[src/rtl/hlsm_avg_n_if.sv]
// hlsm_avg_n_if: Start/Done job handshake carrying packed operands, shift amount and result
interface hlsm_avg_n_if #(
  parameter int WIDTH  = 33,
  parameter int NUM_IN = 8,
  parameter int SAW    = 6
);
  logic                    Start;
  logic [NUM_IN*WIDTH-1:0] x;
  logic [SAW-1:0]          sa;
  logic                    Busy;
  logic                    Done;
  logic [WIDTH-1:0]        avg;
  logic                    Ovf;
  modport master (output Start, x, sa, input Busy, Done, avg, Ovf);
  modport slave  (input Start, x, sa, output Busy, Done, avg, Ovf);
endinterface

[src/rtl/hlsm_avg_n.sv]
// hlsm_avg_n: multi-cycle sum of NUM_IN operands followed by NUM_SHIFT right-shifts, Start/Done handshake
module hlsm_avg_n #(
  parameter int WIDTH     = 33,
  parameter int NUM_IN    = 8,
  parameter int NUM_SHIFT = 3,
  parameter int SAW       = 6,
  parameter int SIGNED    = 0
) (
  input logic         Clk,
  input logic         Rst,
  hlsm_avg_n_if.slave bus
);
  localparam int ACCW = WIDTH + $clog2(NUM_IN);
  localparam int IW   = NUM_IN > 1 ? $clog2(NUM_IN) : 1;
  localparam int CW   = NUM_SHIFT > 1 ? $clog2(NUM_SHIFT) : 1;
  typedef enum logic [1:0] {IDLE, ADD, SHIFT, FINAL} state_t;
  state_t                  state;
  logic [NUM_IN*WIDTH-1:0] x_q;
  logic [SAW-1:0]          sa_q;
  logic [ACCW-1:0]         acc;
  logic [ACCW-1:0]         sh;
  logic [IW-1:0]           idx;
  logic [CW-1:0]           cnt;
  logic [WIDTH-1:0]        ops [NUM_IN];
  logic                    ovf_n;
  function automatic logic [ACCW-1:0] ext(input logic [WIDTH-1:0] v);
    if (SIGNED != 0) return ACCW'($signed(v));
    return ACCW'(v);
  endfunction
  // unpack the latched operand bus into an indexable array
  always_comb
    for (int i = 0; i < NUM_IN; i++) ops[i] = x_q[i*WIDTH +: WIDTH];
  // one shift stage; oversize amounts saturate to zero or to the sign fill
  always_comb
    if (32'(sa_q) >= ACCW) sh = {ACCW{SIGNED != 0 && acc[ACCW-1]}};
    else if (SIGNED != 0) sh = ACCW'($signed(acc) >>> sa_q);
    else sh = acc >> sa_q;
  if (ACCW == WIDTH) begin : g_noovf
    assign ovf_n = 1'b0;
  end else if (SIGNED != 0) begin : g_sovf
    assign ovf_n = !(&sh[ACCW-1:WIDTH-1] || !(|sh[ACCW-1:WIDTH-1]));
  end else begin : g_uovf
    assign ovf_n = |sh[ACCW-1:WIDTH];
  end
  // job sequencer: latch on Start, accumulate, shift, publish the result on the last shift
  always_ff @(posedge Clk or posedge Rst)
    if (Rst) begin
      state    <= IDLE;
      x_q      <= '0;
      sa_q     <= '0;
      acc      <= '0;
      idx      <= '0;
      cnt      <= '0;
      bus.Busy <= 1'b0;
      bus.Done <= 1'b0;
      bus.avg  <= '0;
      bus.Ovf  <= 1'b0;
    end else begin
      case (state)
        IDLE, FINAL: begin
          bus.Done <= 1'b0;
          if (bus.Start) begin
            x_q      <= bus.x;
            sa_q     <= bus.sa;
            acc      <= ext(bus.x[WIDTH-1:0]);
            idx      <= IW'(1);
            cnt      <= '0;
            bus.Busy <= 1'b1;
            state    <= NUM_IN == 1 ? SHIFT : ADD;
          end else begin
            state <= IDLE;
          end
        end
        ADD: begin
          acc <= acc + ext(ops[idx]);
          idx <= idx + 1'b1;
          if (idx == IW'(NUM_IN - 1)) begin
            cnt   <= '0;
            state <= SHIFT;
          end
        end
        SHIFT: begin
          acc <= sh;
          cnt <= cnt + 1'b1;
          if (cnt == CW'(NUM_SHIFT - 1)) begin
            bus.avg  <= sh[WIDTH-1:0];
            bus.Ovf  <= ovf_n;
            bus.Busy <= 1'b0;
            bus.Done <= 1'b1;
            state    <= FINAL;
          end
        end
        default: state <= IDLE;
      endcase
    end
endmodule

[src/flat_wrapper.sv]
// flat-port wrapper written by rule: the top's interface ports become plain ports
module hlsm_avg_n_flat 
#(
  parameter int WIDTH     = 33,
  parameter int NUM_IN    = 8,
  parameter int NUM_SHIFT = 3,
  parameter int SAW       = 6,
  parameter int SIGNED    = 0
)
  (Clk, Rst, bus_Start, bus_x, bus_sa, bus_Busy, bus_Done, bus_avg, bus_Ovf);
  hlsm_avg_n_if #(.WIDTH(WIDTH), .NUM_IN(NUM_IN), .SAW(SAW)) bus_i ();
  input logic Clk;
  input logic Rst;
  input wire logic [$bits(bus_i.Start)-1:0] bus_Start;
  input wire logic [$bits(bus_i.x)-1:0] bus_x;
  input wire logic [$bits(bus_i.sa)-1:0] bus_sa;
  output wire logic [$bits(bus_i.Busy)-1:0] bus_Busy;
  output wire logic [$bits(bus_i.Done)-1:0] bus_Done;
  output wire logic [$bits(bus_i.avg)-1:0] bus_avg;
  output wire logic [$bits(bus_i.Ovf)-1:0] bus_Ovf;
  assign bus_i.Start = bus_Start;
  assign bus_i.x = bus_x;
  assign bus_i.sa = bus_sa;
  assign bus_Busy = bus_i.Busy;
  assign bus_Done = bus_i.Done;
  assign bus_avg = bus_i.avg;
  assign bus_Ovf = bus_i.Ovf;
  hlsm_avg_n #(.WIDTH(WIDTH), .NUM_IN(NUM_IN), .NUM_SHIFT(NUM_SHIFT), .SAW(SAW), .SIGNED(SIGNED)) u_core (.Clk(Clk), .Rst(Rst), .bus(bus_i));
endmodule
[config.mk]
export PLATFORM = sky130hd
export DESIGN_NAME = hlsm_avg_n_flat
export DESIGN_NICKNAME = d
export VERILOG_FILES = /design/src/rtl/hlsm_avg_n_if.sv /design/src/rtl/hlsm_avg_n.sv /design/src/flat_wrapper.sv
export SDC_FILE = /design/constraint.sdc
export NUM_CORES = 1
export LEC_CHECK = 0
export BUFFER_PORTS_ARGS = -buffer_cell sky130_fd_sc_hd__clkbuf_2
export CAP_MARGIN = 10
export CORE_MARGIN = 2
export CORE_UTILIZATION = 50
export CTS_BUF_LIST = sky130_fd_sc_hd__clkbuf_8
export DETAILED_ROUTE_END_ITERATION = 8
export PLACE_DENSITY = 0.76
export SLEW_MARGIN = 20
export SYNTH_ARGS = -nofsm -noshare
export SYNTH_HDL_FRONTEND = slang
export SYNTH_SLANG_ARGS = --single-unit
export TNS_END_PERCENT = 10
[constraint.sdc]
create_clock -name Clk -period 28.5 [get_ports Clk]
set_input_delay 2.85 -clock Clk [delete_from_list [all_inputs] [get_ports Clk]]
set_output_delay 2.85 -clock Clk [all_outputs]
set_load 0.005 [all_outputs]
Word level (Yosys, flattened, before mapping)
Index checks and enable logic that the tools add are counted.

Register bits: 349. Bits of input ports: 273. Output and inout bits: 36. Logic and storage cells: 57.

Add/subtract/negate cells: 3. Order comparisons: 2. Equal/unequal tests: 8. Shift-type cells: 1. Muxes and demuxes: 20. Bitwise operators: 1. Reductions and logical operators: 12.

Operators by type and width (count): 36-bit one-hot mux with 3 select lines (1); 33-bit binary-select mux with 3-bit select (1); 36-bit 2-to-1 mux (2); 33-bit 2-to-1 mux (2); 36-bit by 33-bit adder with 36-bit output (1); 36-bit by 6-bit >> shifter with 36-bit output (1); 2-bit one-hot mux with 3 select lines (2); 2-bit AND reduction (6); 2-bit 2-to-1 mux (4); 2-bit == test (second input constant) (3); 6-bit >= comparator (second input constant) (1); 3-bit one-hot mux with 2 select lines (1); 4-bit >= comparator (second input constant) (1); 1-bit 2-to-1 mux (4); 2-bit by 1-bit != test with 1-bit output (second input constant) (2); 3-bit inverter with 4-bit output (1); 1-bit one-hot mux with 2 select lines (2); 2-bit nonzero test (2); 3-bit by 1-bit adder with 3-bit output (second input constant) (1); 3-bit == test (second input constant) (1); 3-bit 2-to-1 mux (1); 3-bit AND reduction (1); 3-bit OR reduction (1); 2-bit by 1-bit adder with 2-bit output (second input constant) (1); other kinds (4) (4).

Logic depth before layout (Yosys ltp)
Gate-level depths: netlist of the first run.

Depth in word-level cells: 6. Gate-level depth with buffers: 17. Mapped depth without buffers: 14.

Worst setup path after synthesis of the first run
OpenSTA, ideal clock, no wires.

Path type: reg2reg. Start: register u_core.idx[0]. End: register u_core.acc[35]. Library setup time: 0.124 ns. Data arrival time: 4.346 ns. Data required time: 28.376 ns. Setup slack: 24.030 ns. Stages on the path, launching flop included: 16. Buffers on the path: 3. Period minus slack after synthesis: 4.470 ns. Path through: dfrtp_1 clkbuf_1 buf_2 buf_1 mux4_2 mux2_2 ha_1 o21ai_2 nor4b_4 o31ai_2 o41ai_4 a21oi_4 o21ai_4 a31oi_2 and3_1 a211o_1.

Word-level cells in the longest chain between the ends: 6.

RTL lines: start, declared (RTL line hlsm_avg_n.sv:22) `logic [IW-1:0] idx;`; start signal, assigned (RTL line hlsm_avg_n.sv:76) `idx <= idx + 1'b1;`; 3-bit inverter with 4-bit output (not written as such) (RTL line hlsm_avg_n.sv:75) `acc <= acc + ext(ops[idx]);`; 33-bit binary-select mux with 3-bit select (RTL line hlsm_avg_n.sv:75); 33-bit 2-to-1 mux (not written as such) (2 in a row) (RTL line hlsm_avg_n.sv:75); 36-bit by 33-bit adder with 36-bit output (RTL line hlsm_avg_n.sv:75); 36-bit one-hot mux with 3 select lines (RTL line hlsm_avg_n.sv:59) `case (state)`; end signal, assigned (RTL line hlsm_avg_n.sv:65) `acc <= ext(bus.x[WIDTH-1:0]);`; end signal, assigned (RTL line hlsm_avg_n.sv:75); end signal, assigned (RTL line hlsm_avg_n.sv:83) `acc <= sh;`; end, declared (RTL line hlsm_avg_n.sv:20) `logic [ACCW-1:0] acc;`.

No other way between the ends. The select of a mux whose other input is x is not followed. A chain may end at the register's enable or synchronous reset.

Worst setup path in the final report of the first run
Start: input port bus_Start. End: register u_core.x_q[144].

Word-level cells in the longest chain between the ends: 1.

RTL lines: start, declared (RTL line flat_wrapper.sv:14) `input wire logic [$bits(bus_i.Start)-1:0] bus_Start;`; 2-bit AND reduction (no line); end signal, assigned (RTL line hlsm_avg_n.sv:63) `x_q <= bus.x;`; end, declared (RTL line hlsm_avg_n.sv:18) `logic [NUM_IN*WIDTH-1:0] x_q;`.

No other way between the ends.

==> impl_metrics.yaml, run 1 <==
timing:
  skew_ns: 0.02247
  max_freq_ghz: 0.1747
  setup_viol: 0
  finalMaxSlewViolations: 0
  relSlewSlack_pct: 29.01
  worst_slew_pin_slew_ns: 1.065
  fin_hold_ws_ns: 0.4768
  fin_crit_ns: 5.725
  fin_crit_sh_pct: 20.09
  hold_viol_final: 0
  grt_setup_unrepaired: "no"
  worst_slack_ns: 22.78
  setup_tns_ns: 0
power:
  internal_power_mw: 1.873
  power.share.clock_pct: 15.2
  pwr_density_cell_nw_per_um2: 144.4
  pwr-share-comb_pct: 56.0
  p_sw_mw: 1.331
  peakVddDrop_uv: 65.39
  p_leak_nw: 9.831
  p_seq_share_pct: 28.8
  swShare_pct: 41.54
  finalPower_mw: 3.204
clock_tree:
  holdBufCountCts: 0
  cts_made_buffers: 59
  clk_latency_ns: 0.66
  cts_tree: "built"
  cts_root_buf: "clkbuf_8"
  clk_path_buf_depth: 3
  cts_setup_buffers: 0
  h-tree-depth: 2
  cts-resized-gates: 0
  clkSinkCount: 349
  cts.clk_slew.worst_paths_ns: 0.06
grt:
  grt_max_degree: 91
  grt_first_pass_wirelength_mm: 80.42
  overflow: 0
  track_usage_pct: 26.84
  grt_antenna_before_repair: 4
  grt_pass1_vias: 14088
drt:
  vias_per_cell: 5.860
  firstDrtPassIters: 7
  wl_mm: 52.37
  drc_errors: 0
  ant_nets: 0
  drt_iter0_drc: 935
  wl_per_cell_um: 22.14
  vias: 13860
placement:
  port_buffers: 308
  dp_slack_ns: 22.13
  hpwl_mm: 38.22
  place.gp.congestion: 0.9138
final_layout:
  multi_input_area_sq_um: 9733
  regArea_sq_um: 8742
  nNetsFinal: 2116
  nFillCells: 3072
  area_growth_pct: 16.73
  drive_gt1_share_pct: 46.79
min_path:
  min_from: "u_core.bus.avg[18]$_DFFE_PP0P_"
  holdCritPathClass: "flip-flop to flip-flop"
setup_path:
  regToRegStartpoint: "u_core.idx[0]$_DFFE_PP0P_"
  startpoint_type: "primary input"
  path_class: "primary input to flip-flop"
  cp_data_arrival_time_ns: 6.26
  crit_start: "bus_Start"
  worst_ep_required_time_ns: 29.03
  end_kind: "flip-flop"
  cp_max_fo: 83
floorplan:
  ios: 309
  die_h_um: 199.0
  initial_utilization_pct: 50.60
  die_x_um: 199.0
  coreArea_sq_um: 37580
  die_area_sq_um: 39610
  rows: 71
logic_synthesis:
  yosysSeqAreaShare_pct: 45.93
  synth_cells: 1522
  syn_avg_cell_area_sq_um: 12.49
  yosysTopAreaCellShare_pct: 45.93
  yosysWarnings: 0
  synthesis.area_sq_um: 19010
  synth_nets: 1834
  yosys.area.top_type: "dfrtp_1"
  synth-seq-cells: 349
  yosysMostFrequentCell: "dfrtp_1"
  synth.distinct_cells: 74
  synthTopCellsByArea: "dfrtp_1, mux2_2, mux4_2"
  ys.flop_type: "dfrtp_1"
  synth_edf_count: 0
  synth_commonest_cells: "dfrtp_1, mux2_2, nand2_1"
  synthArstFlopShare_pct: 100.0
job:
  maxCapViolations: 0
outcome:
  status: "complete, no violations"
## state kept, by name (all words and copies together), names as in the netlist
name             count
u_core.sa_q          6
u_core.acc          36
u_core.cnt           2
u_core.bus.Done      1
u_core.bus.avg      33
u_core.idx           3
u_core.x_q         264
u_core.bus.Busy      1
u_core.bus.Ovf       1
u_core.state         2
## critical path: stages
cell	delay, ns
clkbuf_2	0.09
buf_4	0.40
and2_4	0.72
buf_4	0.73
buf_4	0.91
mux2_2	0.42
## layout make-up
| class | count | area share [%] |
|---|---|---|
| diodes | 3 | 0.03382 |
| clock buffers | 79 | 4.899 |
| clock inverters | 29 | 1.009 |
| inverters | 19 | 0.3551 |
| multi-input cells | 1048 | 43.85 |
| flip-flops and latches | 349 | 39.39 |
| well taps | 511 | 2.880 |
| repair buffers | 327 | 7.587 |
## routing by layer
layer / track usage (%) / up-vias / wire [um]
met5: 0 / - / 13
li1: - / 6281 / -
met4: 8.845 / 2 / 1428
met3: 6.358 / 103 / 4084
met2: 41.82 / 521 / 24160
met1: 37.17 / 6953 / 22670
## kinds of logic (layout without fill, tap and decap cells)
| family | Yosys count | count (layout) | synth area share (%) |
|---|---|---|---|
| AO/OA/AOI/OAI | 283 | 283 | 9.759 |
| XOR/XNOR | 26 | 26 | 1.198 |
| adder cells (fa/ha/maj) | 39 | 39 | 2.606 |
| buffers and inverters | 125 | 454 | 2.895 |
| flip-flops | 349 | 349 | 45.93 |
| multiplexers | 471 | 471 | 32.07 |
| other | 0 | 3 | 0 |
| AND/OR/NAND/NOR | 229 | 229 | 5.547 |
## cells in the final DEF, fill, tap and decap left out, types with 14 or more instances in the layout
master / n
ha_1: 38
dfrtp_1: 346
mux2_2: 345
a22o_1: 16
buf_4: 19
mux2i_1: 50
nand2_1: 102
xnor2_1: 14
nor2_1: 53
clkbuf_8: 79
mux4_2: 76
a21oi_1: 65
a22oi_1: 16
clkbuf_2: 308
o21ai_0: 91
inv_1: 30
## metrics by stage
step / cells / cell area (sq um) / util, %
2_1_floorplan: 1522 / 19010 / -
3_3_place_gp: 2254 / 20880 / 55.56
3_5_place_dp: 2254 / 20880 / 55.56
4_1_cts: 2362 / 22190 / 59.05
5_1_grt: 2365 / 22200 / 59.07
6_report: 2365 / 22200 / 59.07
## final timing paths
path | endpoint | slack [ns] | depth (start not counted)
worst max-delay path | u_core.x_q[144]$_DFFE_PP0P_ | 22.78 | 6
worst min-delay path | u_core.bus.avg[18]$_DFFE_PP0P_ | 0.48 | 2
worst max register to register | u_core.acc[34]$_DFFE_PP0P_ | 23.20 | 14
worst min register to register | u_core.bus.avg[18]$_DFFE_PP0P_ | 0.48 | 2
max in group asynchronous | u_core.x_q[190]$_DFFE_PP0P_ | 23.32 | 5
min in group asynchronous | u_core.x_q[33]$_DFFE_PP0P_ | 2.29 | 2
## power groups by stage
stage	Clock (mW)	Combinational (mW)	Sequential, mW
5_1_grt	0.521	1.94	0.950
4_1_cts	0.498	1.78	0.920
3_5_place_dp	0	1.77	0.927
3_3_place_gp	0	1.73	0.909
6_report	0.488	1.79	0.921
2_1_floorplan	0	1.43	0.838
Note: power is estimated with default switching activity, not from simulation.
==> run 2, diff against run 1 <==
--- a/config.mk
+++ b/config.mk
@@ -5,6 +5,7 @@
 export SDC_FILE = /design/constraint.sdc
 export NUM_CORES = 1
 export LEC_CHECK = 0
+export ABC_AREA = 1
 export BUFFER_PORTS_ARGS = -buffer_cell sky130_fd_sc_hd__clkbuf_2
 export CAP_MARGIN = 10
 export CORE_MARGIN = 2
==> constraint.sdc (replaced) <==
create_clock -name Clk -period 5.4 [get_ports Clk]
set_input_delay 0.54 -clock Clk [delete_from_list [all_inputs] [get_ports Clk]]
set_output_delay 0.54 -clock Clk [all_outputs]
set_load 0.005 [all_outputs]
==> run 2 against run 1 <==
Effect of this change: clock-buffer cell count is 7 lower; area after synthesis is 6.4% higher; wire length is 37% higher; total power grew to 5.3 times the previous value; largest power group unchanged.
==> impl_metrics.yaml, run 2 <==
final_layout:
  post-route-cell-area_sq_um: 23250
  largest_register: "u_core.x_q"
  nFillCells: 3868
  mostFrequentLayoutCell: "nand2_1"
  regArea_sq_um: 8745
  biggestRegsByFlops: "u_core.x_q x264, u_core.acc x36, u_core.bus.avg x33"
  largest_register_ffs: 264
  nNetsFinal: 3479
  multi_input_area_sq_um: 9738
  area_growth_pct: 14.90
  drive_gt1_share_pct: 13.96
  final_cell_mix: "nand2_1, dfrtp_1, o21ai_0"
  fin_util_pct: 58.38
outcome:
  status: "complete, no violations"
setup_path:
  cp_max_fo: 81
  cp_common_cell: "nand2_1"
  crit_path_top_delay_cell: "dfrtp_4"
  path_class: "flip-flop to flip-flop"
  cp_slowest_stage_delay_ns: 0.79
  crit_chain: "buf_12 > a21oi_1 > o21ai_0 > o21ai_0 > nor2_1 > a31oi_1 > ha_1 > inv_1 > fa_1 > inv_1 > nand3_1 > o211ai_1 > nand2_1 > nand2_1 > nand2_1 > nand2_1 > nand2_1 > nand3_1 > nand2_1"
  path_buf_inv: 3
  cp_data_arrival_time_ns: 4.61
  crit_family: "compound AO/OA/AOI/OAI gates"
  startpoint_type: "flip-flop"
  end_kind: "flip-flop"
  worst_ep_required_time_ns: 5.95
clock_tree:
  cts_root_buf: "clkbuf_8"
  cts_made_buffers: 60
  cts-resized-gates: 0
  cts_setup_buffers: 0
  clkSinkCount: 349
  holdBufCountCts: 0
  clk_latency_ns: 0.69
  cts.clk_slew.worst_paths_ns: 0.07
  clk_path_buf_depth: 3
  h-tree-depth: 2
  cts_tree: "built"
drt:
  drc_errors: 0
  drt_iter0_drc: 2093
  vias: 20689
  firstDrtPassIters: 6
  wl_mm: 71.97
  ant_nets: 0
  wl_per_cell_um: 19.23
  vias_per_cell: 5.529
grt:
  overflow: 0
  grt_max_degree: 172
  grt_pass1_vias: 19738
  grt_first_pass_wirelength_mm: 110.4
  grt_antenna_before_repair: 1
  track_usage_pct: 34.27
power:
  internal_power_mw: 8.146
  finalPower_mw: 16.92
  peakVddDrop_uv: 405.9
  pwr_density_cell_nw_per_um2: 727.8
  p_leak_nw: 12.57
  pwr-share-comb_pct: 57.9
  swShare_pct: 51.85
  power.share.clock_pct: 14.5
  p_sw_mw: 8.773
  p_seq_share_pct: 27.6
timing:
  setup_tns_ns: 0
  finalMaxSlewViolations: 0
  grt_setup_unrepaired: "no"
  max_freq_ghz: 0.2459
  fin_crit_sh_pct: 75.30
  worst_slew_pin_slew_ns: 1.059
  hold_viol_final: 0
  fin_crit_ns: 4.066
  setup_viol: 0
  relSlewSlack_pct: 28.97
  skew_ns: 0.03885
  worst_slack_ns: 1.334
floorplan:
  die_area_sq_um: 42090
  ios: 309
  die_h_um: 205.2
  initial_utilization_pct: 50.81
  coreArea_sq_um: 39820
  rows: 73
  die_x_um: 205.2
logic_synthesis:
  synthArstFlopShare_pct: 100.0
  synth.distinct_cells: 42
  synth_nets: 3240
  yosysMostFrequentCell: "nand2_1"
  ys.flop_type: "dfrtp_1"
  synth_edf_count: 0
  synth_commonest_cells: "nand2_1, dfrtp_1, o21ai_0"
  yosys.area.top_type: "dfrtp_1"
  yosysSeqAreaShare_pct: 43.16
  yosysTopAreaCellShare_pct: 43.16
  yosysWarnings: 0
  syn_avg_cell_area_sq_um: 6.910
  synth-seq-cells: 349
  synth_cells: 2928
  synthesis.area_sq_um: 20230
  synthTopCellsByArea: "dfrtp_1, nand2_1, o21ai_0"
placement:
  hpwl_mm: 54.30
  place.gp.congestion: 0.9886
  dpl_cell_area_sq_um: 22010
  dp_slack_ns: 1.386
  port_buffers: 308
job:
  maxCapViolations: 0
min_path:
  holdCritPathClass: "primary input to asynchronous set/reset pin"
==> run 2: cell types whose count changed in the layout (fill, tap and decap cells not counted), moves of 34 or more <==
cell and change:
a21oi_1 +39, a31oi_1 +34, inv_1 +269, mux2_2 -345, mux2i_1 -50, mux4_2 -76, nand2_1 +1064, nand3_1 +180
nor2_1 +101, o211ai_1 +42, o21ai_0 +221
==> run 2: cells by family (layout without fill, tap and decap cells) <==
family,Yosys count,in the layout,synth area share (%)
AND/OR/NAND/NOR,1568,1568,31.06
AO/OA/AOI/OAI,533,533,14.49
buffers and inverters,437,725,8.756
flip-flops,349,349,43.16
adder cells (fa/ha/maj),39,39,2.449
XOR/XNOR,2,2,0.08659
other,0,1,0
==> run 2: area by class of cell <==
cell class                      instances  area share, %
Sequential cell                       349          37.61
Clock buffer                           72          4.262
Tap cell                              525          2.825
Multi-Input combinational cell       2142          41.89
Timing Repair Buffer                  334          7.793
Antenna cell                            1        0.01076
Inverter                              280          4.569
Clock inverter                         39          1.039
==> run 2: worst reg2reg max path, delay by kind of cell (launching register included) <==
kind	cells	cell delay, ns
and+or+nand+nor	9	0.81
DFF	1	0.79
buffers and inverters	3	0.65
adders and majority gates	2	0.71
AOI/OAI and AO/OA	5	1.00
==> run 2: worst paths after layout <==
kind | start | end | slack, ns | depth (start not counted)
max in group asynchronous | Rst | u_core.x_q[223]$_DFFE_PP0P_ | 4.47 | 3
setup reg to reg | u_core.idx[1]$_DFFE_PP0P_ | u_core.acc[30]$_DFFE_PP0P_ | 1.33 | 19
hold reg to reg | u_core.x_q[164]$_DFFE_PP0P_ | u_core.x_q[164]$_DFFE_PP0P_ | 0.48 | 2
setup / recovery | u_core.idx[1]$_DFFE_PP0P_ | u_core.acc[30]$_DFFE_PP0P_ | 1.33 | 19
hold / removal | Rst | u_core.acc[32]$_DFFE_PP0P_ | 0.04 | 3
min in group Clk | bus_x[75] | u_core.x_q[75]$_DFFE_PP0P_ | 0.04 | 3
==> run 2: metrics by stage <==
| stage | hold slack (ns) | std cells |
|---|---|---|
| after floorplan | 0.4436 | 2928 |
| after global placement | 0.4573 | 3630 |
| after detailed placement | 0.4600 | 3630 |
| after CTS | 0.006622 | 3741 |
| after global routing | 0.03167 | 3742 |
| final | 0.03724 | 3742 |
==> run 2: power by group through the flow <==
stage	clock network (mW)	registers (mW)	logic (mW)
finish	2.46	4.67	9.79
global placement	0	4.63	9.50
detailed placement	0	4.67	9.58
CTS	2.49	4.64	9.64
floorplan	0	4.30	6.95
global route	2.60	4.79	10.9
==> run 2: routing by layer <==
layer / vias to the layer above / track usage, % / share of wire [%]
li1: 9850 / - / -
met1: 9728 / 47.72 / 43
met2: 953 / 53.63 / 45
met3: 158 / 5.122 / 7.7
met4: 0 / 13.95 / 4.0
met5: - / 0 / 0
